<file path="src/rtl/mem_stage_lsu.sv">
// MEM-stage load/store unit: turns EX/MEM load/store control into one handshaked,
// word-aligned data-bus transaction, formats load data and stalls while it is outstanding.
module mem_stage_lsu #(
  parameter int unsigned TIMEOUT = 16,
  parameter int unsigned CNT_W   = 8
) (
  input  logic        clk,
  input  logic        rst,
  input  logic        valid_in,
  input  logic        mem_read,
  input  logic        mem_write,
  input  logic [2:0]  funct3,
  input  logic [31:0] addr,
  input  logic [31:0] store_data,
  output logic        mem_req,
  output logic        mem_we,
  output logic [31:0] mem_addr,
  output logic [31:0] mem_wdata,
  output logic [3:0]  mem_wstrb,
  input  logic [31:0] mem_rdata,
  input  logic        mem_ready,
  output logic [31:0] load_data,
  output logic        stall,
  output logic        access_fault,
  output logic        bus_err
);

  localparam logic [2:0]       F3_B     = 3'b000;
  localparam logic [2:0]       F3_H     = 3'b001;
  localparam logic [2:0]       F3_W     = 3'b010;
  localparam logic [2:0]       F3_BU    = 3'b100;
  localparam logic [2:0]       F3_HU    = 3'b101;
  localparam logic [CNT_W-1:0] CNT_LAST = CNT_W'(TIMEOUT - 1);

  typedef enum logic [1:0] {
    IDLE = 2'd0,
    BUSY = 2'd1,
    DONE = 2'd2
  } state_t;

  state_t           state_q;
  logic [CNT_W-1:0] cnt_q;
  logic             mem_req_q;
  logic             mem_we_q;
  logic [31:0]      mem_addr_q;
  logic [31:0]      mem_wdata_q;
  logic [3:0]       mem_wstrb_q;
  logic [31:0]      load_data_q;
  logic [1:0]       off_q;
  logic [2:0]       f3_q;
  logic             access_fault_q;
  logic             bus_err_q;

  logic        access_c;
  logic        load_ok_c;
  logic        store_ok_c;
  logic        illegal_c;
  logic        misaligned_c;
  logic        fault_c;
  logic        start_c;
  logic [31:0] wdata_c;
  logic [3:0]  wstrb_c;
  logic [7:0]  byte_c;
  logic [15:0] half_c;
  logic [31:0] fmt_c;

  // Access decode and fault classification of the EX/MEM slot
  always_comb begin
    access_c     = valid_in & (mem_read | mem_write);
    load_ok_c    = (funct3 == F3_B) | (funct3 == F3_H) | (funct3 == F3_W) |
                   (funct3 == F3_BU) | (funct3 == F3_HU);
    store_ok_c   = (funct3 == F3_B) | (funct3 == F3_H) | (funct3 == F3_W);
    illegal_c    = (mem_read & ~load_ok_c) | (mem_write & ~store_ok_c);
    misaligned_c = ((funct3[1:0] == 2'b01) & addr[0]) |
                   ((funct3[1:0] == 2'b10) & (addr[1:0] != 2'b00));
    fault_c      = illegal_c | misaligned_c | (mem_read & mem_write);
    start_c      = (state_q == IDLE) & access_c & ~fault_c;
  end

  // Store lane replication and byte strobes; loads drive no strobes
  always_comb begin
    wdata_c = '0;
    wstrb_c = '0;
    if (mem_write) begin
      case (funct3[1:0])
        2'b00: begin
          wdata_c = {4{store_data[7:0]}};
          wstrb_c = 4'b0001 << addr[1:0];
        end
        2'b01: begin
          wdata_c = {2{store_data[15:0]}};
          wstrb_c = 4'b0011 << addr[1:0];
        end
        default: begin
          wdata_c = store_data;
          wstrb_c = 4'b1111;
        end
      endcase
    end
  end

  // Lane select and sign/zero extension of the returned word
  always_comb begin
    case (off_q)
      2'd0:    byte_c = mem_rdata[7:0];
      2'd1:    byte_c = mem_rdata[15:8];
      2'd2:    byte_c = mem_rdata[23:16];
      default: byte_c = mem_rdata[31:24];
    endcase
    half_c = off_q[1] ? mem_rdata[31:16] : mem_rdata[15:0];
    case (f3_q)
      F3_B:    fmt_c = {{24{byte_c[7]}}, byte_c};
      F3_BU:   fmt_c = {24'd0, byte_c};
      F3_H:    fmt_c = {{16{half_c[15]}}, half_c};
      F3_HU:   fmt_c = {16'd0, half_c};
      default: fmt_c = mem_rdata;
    endcase
  end

  // Transaction sequencer; bus fields are captured once in IDLE and held through BUSY
  always_ff @(posedge clk or negedge rst) begin
    if (!rst) begin
      state_q        <= IDLE;
      cnt_q          <= '0;
      mem_req_q      <= 1'b0;
      mem_we_q       <= 1'b0;
      mem_addr_q     <= '0;
      mem_wdata_q    <= '0;
      mem_wstrb_q    <= '0;
      load_data_q    <= '0;
      off_q          <= '0;
      f3_q           <= '0;
      access_fault_q <= 1'b0;
      bus_err_q      <= 1'b0;
    end else begin
      access_fault_q <= 1'b0;
      bus_err_q      <= 1'b0;
      case (state_q)
        IDLE: begin
          if (access_c && fault_c) begin
            access_fault_q <= 1'b1;
          end else if (start_c) begin
            mem_addr_q  <= {addr[31:2], 2'b00};
            mem_we_q    <= mem_write;
            mem_wdata_q <= wdata_c;
            mem_wstrb_q <= wstrb_c;
            off_q       <= addr[1:0];
            f3_q        <= funct3;
            mem_req_q   <= 1'b1;
            cnt_q       <= '0;
            state_q     <= BUSY;
          end
        end
        BUSY: begin
          if (mem_ready) begin
            mem_req_q <= 1'b0;
            if (!mem_we_q) begin
              load_data_q <= fmt_c;
            end
            state_q <= DONE;
          end else if (cnt_q == CNT_LAST) begin
            mem_req_q <= 1'b0;
            if (!mem_we_q) begin
              load_data_q <= '0;
            end
            bus_err_q <= 1'b1;
            state_q   <= DONE;
          end else begin
            cnt_q <= cnt_q + CNT_W'(1);
          end
        end
        DONE:    state_q <= IDLE;
        default: state_q <= IDLE;
      endcase
    end
  end

  // Pipeline hold: the accepting IDLE cycle plus every BUSY cycle
  assign stall        = rst & ((state_q == BUSY) | start_c);
  assign mem_req      = mem_req_q;
  assign mem_we       = mem_we_q;
  assign mem_addr     = mem_addr_q;
  assign mem_wdata    = mem_wdata_q;
  assign mem_wstrb    = mem_wstrb_q;
  assign load_data    = load_data_q;
  assign access_fault = access_fault_q;
  assign bus_err      = bus_err_q;

endmodule
</file>
<file path="config.mk">
export PLATFORM = sky130hd
export DESIGN_NAME = mem_stage_lsu
export DESIGN_NICKNAME = d
export VERILOG_FILES = /design/src/rtl/mem_stage_lsu.sv
export SDC_FILE = /design/constraint.sdc
export NUM_CORES = 1
export LEC_CHECK = 0
export CAP_MARGIN = 30
export CORE_MARGIN = 10
export CORE_UTILIZATION = 45
export CTS_CLUSTER_DIAMETER = 100
export DETAILED_ROUTE_END_ITERATION = 8
export HOLD_SLACK_MARGIN = 0.03
export MAX_ROUTING_LAYER = met4
export PLACE_DENSITY_LB_ADDON = 0.15
export SYNTH_ARGS = -nofsm -noshare
export SYNTH_HDL_FRONTEND = slang
export SYNTH_SLANG_ARGS = --single-unit
</file>
<file path="constraint.sdc">
create_clock -name clk -period 2.7 [get_ports clk]
set_clock_uncertainty 0.15 [all_clocks]
set_input_delay 0.27 -clock clk [delete_from_list [all_inputs] [get_ports clk]]
set_output_delay 0.27 -clock clk [all_outputs]
set_load 0.05 [all_outputs]
</file>
# Yosys cells after proc, flatten, opt, wreduce, memory -nomap -nowiden
# Cells that the tools add are included.
totals:
  reg_bits: 117
  word_cells: 102
  input_bits: 105
  output_inout_bits: 105
op_classes:
  n_reduce_logical: 14
  bitwise_logic: 24
  mux: 31
  eq_ne: 18
  shifts: 2
  add_sub_neg: 1
op_table:
  columns: ["cell", "count"]
  rows:
  - ["$mux W32", 5]
  - ["$pmux W32 S4", 1]
  - ["$pmux W32 S2", 1]
  - ["$mux W8", 4]
  - ["$pmux W8 S3", 1]
  - ["$mux W16", 1]
  - ["$pmux W8 S2", 1]
  - ["$eq A3 B3 Y1 const B", 4]
  - ["$or A1 B1 Y1", 10]
  - ["$and A1 B1 Y1", 9]
  - ["$mux W1", 9]
  - ["$reduce_and A3 Y1", 3]
  - ["$add A8 B1 Y8 const B", 1]
  - ["$eq A8 B4 Y1 const B", 1]
  - ["$mux W2", 4]
  - ["$ne A2 B2 Y1 const B", 4]
  - ["$pmux W4 S2", 1]
  - ["$eq A2 B1 Y1 const B", 3]
  - ["$eq A3 B1 Y1 const B", 2]
  - ["$logic_not A2 Y1", 3]
  - ["$logic_not A3 Y1", 2]
  - ["$reduce_bool A2 Y1", 3]
  - ["$not A1 Y1", 5]
  - ["$reduce_and A5 Y1", 1]
  - ["10 further kinds", 11]

# Longest topological paths before layout
# Gate-level depths: netlist of the first run.
logic_depth:
  depth_word: 15
  ltp_mapped: 7
  ltp_nobuf: 5

# Worst setup path before layout of the first run
# OpenSTA, ideal clock, no wires.
synth_path:
  path_type: "input-to-output"
  start: "input funct3[0]"
  end: "output stall"
  required_ns: 2.280
  path_stages: 7
  setup_slack_ns: 0.674
  arrival_time_ns: 1.606
  n_path_buf: 3
  path_cell_list: "buf_4 -> a21oi_1 -> a21oi_1 -> nor3_1 -> buf_2 -> buf_2 -> o21a_1"
synth_between:
  elab_chain_len: 14
  elab_cells_between_ends: 25
synth_rtl:
  columns: ["item", "line_no", "source"]
  rows:
  - ["start: declaration", "12", "input logic [2:0] funct3,"]
  - ["$eq A3 B1 Y1 / $logic_not A3 Y1 (equally long branches)", "70, 72", null]
  - ["$or A1 B1 Y1 (2 in a row)", "70, 72", null]
  - ["$or A1 B1 Y1", "70", "load_ok_c = (funct3 == F3_B) | (funct3 == F3_H) | (funct3 == F3_W) |"]
  - ["$or A1 B1 Y1", "71", "(funct3 == F3_BU) | (funct3 == F3_HU);"]
  - ["$not A1 Y1", "73", "illegal_c = (mem_read & ~load_ok_c) | (mem_write & ~store_ok_c);"]
  - ["$and A1 B1 Y1", "73", null]
  - ["$or A1 B1 Y1", "73", null]
  - ["$or A1 B1 Y1 (*) (2 in a row)", "76", "fault_c = illegal_c | misaligned_c | (mem_read & mem_write);"]
  - ["$not A1 Y1 (*)", "77", "start_c = (state_q == IDLE) & access_c & ~fault_c;"]
  - ["$and A1 B1 Y1 (*)", "77", null]
  - ["$or A1 B1 Y1 (*)", "179", "assign stall = rst & ((state_q == BUSY) | start_c);"]
  - ["$and A1 B1 Y1 (*)", "179", null]
  - ["end: declaration", "23", "output logic stall,"]
# Mark *: on every way between the ends. The rest lies on a longest branch, timed or not.

# Final worst setup path of the first run
layout_path:
  start: "input addr[0]"
  end: "output stall"
layout_between:
  elab_chain_len: 9
  elab_cells_between_ends: 10
layout_rtl:
  columns: ["item", "line_no", "source"]
  rows:
  - ["start: declaration", "13", "input logic [31:0] addr,"]
  - ["$reduce_bool A2 Y1", "75", "((funct3[1:0] == 2'b10) & (addr[1:0] != 2'b00));"]
  - ["$and A1 B1 Y1", "75", null]
  - ["$or A1 B1 Y1 (*)", "74", "misaligned_c = ((funct3[1:0] == 2'b01) & addr[0]) |"]
  - ["$or A1 B1 Y1 (*) (2 in a row)", "76", null]
  - ["$not A1 Y1 (*)", "77", null]
  - ["$and A1 B1 Y1 (*)", "77", null]
  - ["$or A1 B1 Y1 (*)", "179", null]
  - ["$and A1 B1 Y1 (*)", "179", null]
# Marked as above.

==> summary.txt, run 1 <==
Status = completed
Synth top area share = 51.6%
Vias in the first global route = 5079
Cells after Synth = 497
Post-Route WL = 17500 um
Grt ovf = 0
Sequential share of the synthesized area = 51.6%
RSZ-0062 raised after global routing = false
Ys async rst share = 100%
Finished Core Util = 70.2%
Total die area = 17500 um2
Synthesized area = 5670 um2
Critical path origin = addr[0]
Max-Cap Viols = 0
Sink Count = 117
Placer Congestion = 0.843
Area Growth Syn to Fin = 50.7%
Crit Path Max Fanout = 6
Antenna violations before repair = 2
Maximum VDD drop = 825 uV
Worst EP required = 2.28 ns
Critical Path Start Type = primary input
Post-DP HPWL = 13000 um
Initial Utilization = 46.6%
Fmax = 413 MHz
Origin of the critical flop-to-flop path = f3_q[0]$_DFFE_PN0P_
Worst r2r path cells = 4
Top FF cell, synth = dfrtp_1
Commonest non-fill, non-tap cell in the layout = clkdlybuf4s50_1
Worst skew pair latency = 0.41 ns
Placeable Area = 12200 um2
DRT iter0 DRCs = 437
Setup violations, final = 0
Share of layout cells above drive strength 1 = 15.9%
EDFF count, synth = 0
CP Class = in -> out
RR Endpoint = load_data[25]$_DFFE_PN0P_
Critical path capture point type = output port
Most frequent cells in the layout = clkdlybuf4s50_1, dfrtp_1, mux2_2
Worst slew pin tran = 1.03 ns
Post-CTS Setup Bufs = 0
# DRC = 0
Syn Area/Cell = 11.4 um2
Final slew viol count = 0
Vias per Instance = 5.44
H-tree levels = 4
First-pass GRT wire length = 27500 um
TritonCTS clock tree = yes
Final nets = 812
Total chip power = 9280 uW
Die H = 132 um
Antenna-violating nets left = 0
Die width = 132 um
Synth Register Bits = 117
Area of the multi-input gates = 2480 um2
Avg WL per Cell = 19.7 um
Rel. slew slack = 31.5%
DR pass1 iterations = 5
IO Port Bufs = 207
Sum Neg Setup Slack = 0 ns
P per Cell Area = 1090 nW/um2
Num CTS Buffers = 17
IO Pins = 210
Crit share post-route = 89.6%
Syn. warnings = 0
Overall global routing resource usage = 20.2%
Clock-pin slew on the worst setup and hold paths = 0.05 ns
Hold Path Origin = addr[22]
Hold Path Class = in -> reg
Period minus WS final = 2.42 ns
Clk buf depth = 2
# rows = 40
Fin. Hold Viols = 0
# fillers = 907
P_leak = 0.00365 uW
Area leader, netlist = dfrtp_1
Top cells by area, synth = dfrtp_1, mux2_2, mux2i_1
Synth cell types = 46
Clock root buffer = clkbuf_16
Register area = 2930 um2
FF-to-FF setup slack = 0.35 ns
Via count = 4823
Worst hold stages = 2
CP arrival = 2.00 ns
Min-Delay Endpoint = mem_addr[22]$_DFFE_PN0P_
Largest net degree at the start of global routing = 118
-- synthesized netlist by cell type (10+ instances only) --
master and count:
nand2b_1 10, clkbuf_1 12, inv_1 25, dfrtp_1 117
nor2b_1 13, o21ai_0 31, nand2_1 37, nor2_1 28
a21oi_1 13, a221o_1 22, mux2_2 63, mux2i_1 39
buf_2 16
-- routing by layer --
metal  global-route usage (%)  share of wire, %  vias up
met3                     8.16               9.7       23
met4                     5.50               1.4        0
met1                     24.2                42     2369
li1                         -                 -     2197
met5                        -                 0        -
met2                     30.9                47      234
-- cell type report --
type,count,share of cell area (%)
diodes,2,0.0586
clock buffers,25,5.92
clock inverters,4,0.820
inverters,25,1.10
multi-input cells,321,29.0
flip-flops and latches,117,34.3
well taps,168,2.46
repair buffers,224,26.3
-- where the power goes --
group	internal [uW]	leakage [uW]	switching [uW]
combinational	1600	0.00189	2770
clock	1460	0.000285	737
sequential	2330	0.00147	382
-- critical path, stage by stage --
cell,delay [ns]
clkdlybuf4s50_1,0.49
nor2_1,0.24
a21oi_1,0.18
nor3_2,0.28
buf_4,0.18
o21a_1,0.19
buf_12,0.15
-- timing repair --
item                                    4_1_cts  5_1_grt
endpoints found under the setup margin        0        0
hold buffers                                  1        0
gates resized for setup                       0        0
endpoints found under the hold margin       117        0
-- stage by stage --
step,cells,worst slack [ns],area [um2],hold WS (ns)
after global placement,853,0.214,7940,0.282
after global routing,886,0.160,8540,0.304
after CTS,884,0.252,8540,0.302
final,886,0.280,8540,0.316
after detailed placement,854,0.186,7950,0.294
after floorplan,498,0.674,5670,-0.176
-- cell families (layout without fill, tap and decap cells) --
group	after synthesis	after routing	synth area share [%]
AOI/OAI and AO/OA	101	101	13.7
xor gates and xnor gates	3	3	0.463
adders and majority gates	1	1	0.221
buffers and inverters	60	278	4.79
DFF	117	117	51.6
muxes	102	102	19.4
other	1	4	0.0661
and+or+nand+nor	112	112	9.75
-- worst max path at each step --
stage / end / slack (ns) / cells after the start
global placement: load_data[18]$_DFFE_PN0P_ / 0.21 / 4
global route: stall / 0.16 / 7
detailed placement: load_data[25]$_DFFE_PN0P_ / 0.19 / 5
floorplan: stall / 0.67 / 7
CTS: stall / 0.25 / 7
finish: stall / 0.28 / 7
-- flip-flops by register name (all words and copies together), names as in the netlist --
signal / count
off_q: 2
mem_wdata: 32
mem_wstrb: 4
access_fault: 1
f3_q: 3
state_q: 2
mem_addr: 30
bus_err: 1
mem_req: 1
mem_we: 1
load_data: 32
cnt_q: 8
No activity file was read; power rests on OpenSTA's default activity.
==> run 2: changes to the inputs <==
--- a/config.mk
+++ b/config.mk
@@ -5,7 +5,8 @@
 export SDC_FILE = /design/constraint.sdc
 export NUM_CORES = 1
 export LEC_CHECK = 0
-export CAP_MARGIN = 30
+export CAP_MARGIN = 20
+export CORE_ASPECT_RATIO = 0.6
 export CORE_MARGIN = 10
 export CORE_UTILIZATION = 45
 export CTS_CLUSTER_DIAMETER = 100
==> run 2 against run 1 <==
  * Global-route usage is 1.0 points higher
  * Sequential share of layout area is 0.26 points higher
  * Register-to-register slack better by 0.07 ns
  * Clock-buffer cell count is 5 lower
  * Critical path depth stayed put
  * Sequential power hardly changed
  * First-iteration DRC count is 31% lower
  * Wire length is 3.7% higher
  * Clock power is 9% lower
  * Maximum frequency is 0.55% higher
  * Via count is 2.8% lower
  * Combinational power hardly changed
  * Highest routed layer unchanged
==> summary.txt, run 2 (synthesized netlist as in run 1, its figures left out) <==
Placer Congestion = 0.875 (+3.8%)
Final slew viol count = 0 (unchanged)
Maximum VDD drop = 566 uV (-31%)
Setup violations, final = 0 (unchanged)
Grt ovf = 0 (unchanged)
Worst skew pair latency = 0.40 ns (about the same)
Post-cts sizing count = 0 (unchanged)
Clock root buffer = clkbuf_16
Fmax = 416 MHz (+0.55%)
# DRC = 0 (unchanged)
RR Endpoint = load_data[16]$_DFFE_PN0P_
IO Port Bufs = 207 (unchanged)
# rows = 31 (-23%)
# fillers = 912 (+0.55%)
Vias per Instance = 5.31 (-2.5%)
Total chip power = 9120 uW (-1.8%)
Sum Neg Setup Slack = 0 ns (unchanged)
Most frequent cells in the layout = clkdlybuf4s50_1, dfrtp_1, mux2_2
Critical path capture point type = output port
DRT iter0 DRCs = 302 (-31%)
Status = completed
P per Cell Area = 1080 nW/um2 (-1.0%)
Origin of the critical flop-to-flop path = state_q[1]$_DFFE_PN0P_
Num CTS Buffers = 17 (unchanged)
Max-Cap Viols = 0 (unchanged)
Antenna violations before repair = 0 (-2)
P_leak = 0.00362 uW (-0.89%)
Commonest non-fill, non-tap cell in the layout = clkdlybuf4s50_1
Min Hold Slack = 0.227 ns (-0.0890 ns)
Rel. slew slack = 37.4% (+5.9 points)
Die width = 165 um (+25%)
Clk buf depth = 2 (unchanged)
Clock-pin slew on the worst setup and hold paths = 0.05 ns (about the same)
CP Class = in -> out
Total die area = 17600 um2 (+0.84%)
Crit Path Max Fanout = 6 (unchanged)
Worst r2r path cells = 4 (unchanged)
Avg WL per Cell = 20.5 um (+4.0%)
Hold Path Class = in -> async
Period minus WS final = 2.41 ns (-0.0133 ns)
FF-to-FF setup slack = 0.42 ns (+0.07 ns)
TritonCTS clock tree = yes
# diodes = 0 (-2)
Fin. Hold Viols = 0 (unchanged)
Post-Route WL = 18100 um (+3.7%)
H-tree levels = 4 (unchanged)
Sink Count = 117 (unchanged)
CP arrival = 1.99 ns (about the same)
Antenna-violating nets left = 0 (unchanged)
DR pass1 iterations = 5 (unchanged)
Worst slew pin tran = 0.939 ns (-0.0891 ns)
Via count = 4688 (-2.8%)
Area of the multi-input gates = 2480 um2 (unchanged)
Crit share post-route = 89.1% (-0.49 points)
Placeable Area = 12200 um2 (+0.14%)
Layout Cells excl Fill = 883 (-0.34%)
Post-DP HPWL = 13800 um (+6.4%)
Final nets = 812 (unchanged)
First-pass GRT wire length = 28200 um (+2.7%)
IO Pins = 210 (unchanged)
DP Cell Count = 850 (-0.47%)
Overall global routing resource usage = 21.2% (+1.0 points)
Vias in the first global route = 4992 (-1.7%)
Share of layout cells above drive strength 1 = 16.2% (+0.23 points)
Critical Path Start Type = primary input
Initial Utilization = 46.6% (-0.067 points)
Largest net degree at the start of global routing = 60 (-49%)
RSZ-0062 raised after global routing = false
Die H = 107 um (-19%)
Register area = 2930 um2 (unchanged)
Area Growth Syn to Fin = 49.5%
Worst EP required = 2.28 ns (about the same)
-- run 2: cell count changes in the layout (fill, tap and decap cells not counted), sizes merged --
cell      previous run  this run
clkinvlp             0         3
diode                2         0
bufinv               2         1
clkinv               2         7
clkbuf              25        20
-- run 2: worst max path at each step --
| stage | start | end | slack (ns) | cells after the start |
|---|---|---|---|---|
| detailed placement | addr[0] | mem_addr[9]$_DFFE_PN0P_ | 0.23 | 6 |
| CTS | state_q[1]$_DFFE_PN0P_ | load_data[19]$_DFFE_PN0P_ | 0.27 | 4 |
| global placement | mem_ready | load_data[23]$_DFFE_PN0P_ | 0.28 | 4 |
| floorplan | funct3[0] | stall | 0.67 | 7 |
| global route | addr[0] | stall | 0.13 | 7 |
| finish | addr[0] | stall | 0.29 | 7 |
-- run 2: worst max-delay path, cell delays in order --
cell	delay (ns)
clkdlybuf4s50_1	0.49
nor2_1	0.20
a21oi_1	0.16
nor3_2	0.33
buf_4	0.21
o21a_1	0.17
buf_12	0.15
-- run 2: metal layers --
metal / track usage (%) / vias up / wire (um)
met4: 4.41 / 0 / 96
li1: - / 2193 / -
met1: 26.2 / 2292 / 7830
met3: 10.0 / 9 / 2020
met5: - / - / 0
met2: 31.1 / 194 / 8180
-- run 2: what timing repair did --
action | in CTS | in global routing
setup buffers | 0 | 0
hold buffers | 1 | 0
hold endpoints to repair | 32 | 0
-- run 2: layout make-up --
type / count / share of cell area, %
multi-input cells: 321 / 29.2
clock inverters: 11 / 1.03
repair buffers: 224 / 26.5
inverters: 25 / 1.11
clock buffers: 20 / 5.15
flip-flops and latches: 117 / 34.5
well taps: 165 / 2.43
-- run 2: power breakdown --
group          leakage [uW]  internal, uW  switching [uW]
registers           0.00147          2330             388
logic               0.00189          1610            2790
clock network      0.000255          1240             763
total               0.00362          5180            3940
-- run 2: per-stage QoR --
| stage | worst slack, ns | util [%] | cell area, um2 |
|---|---|---|---|
| final | 0.294 | 69.6 | 8480 |
| after global routing | 0.129 | 69.6 | 8480 |
| after CTS | 0.272 | 69.6 | 8470 |
| after detailed placement | 0.228 | 65.2 | 7940 |
| after global placement | 0.281 | 65.2 | 7940 |
| after floorplan | 0.674 | - | 5670 |
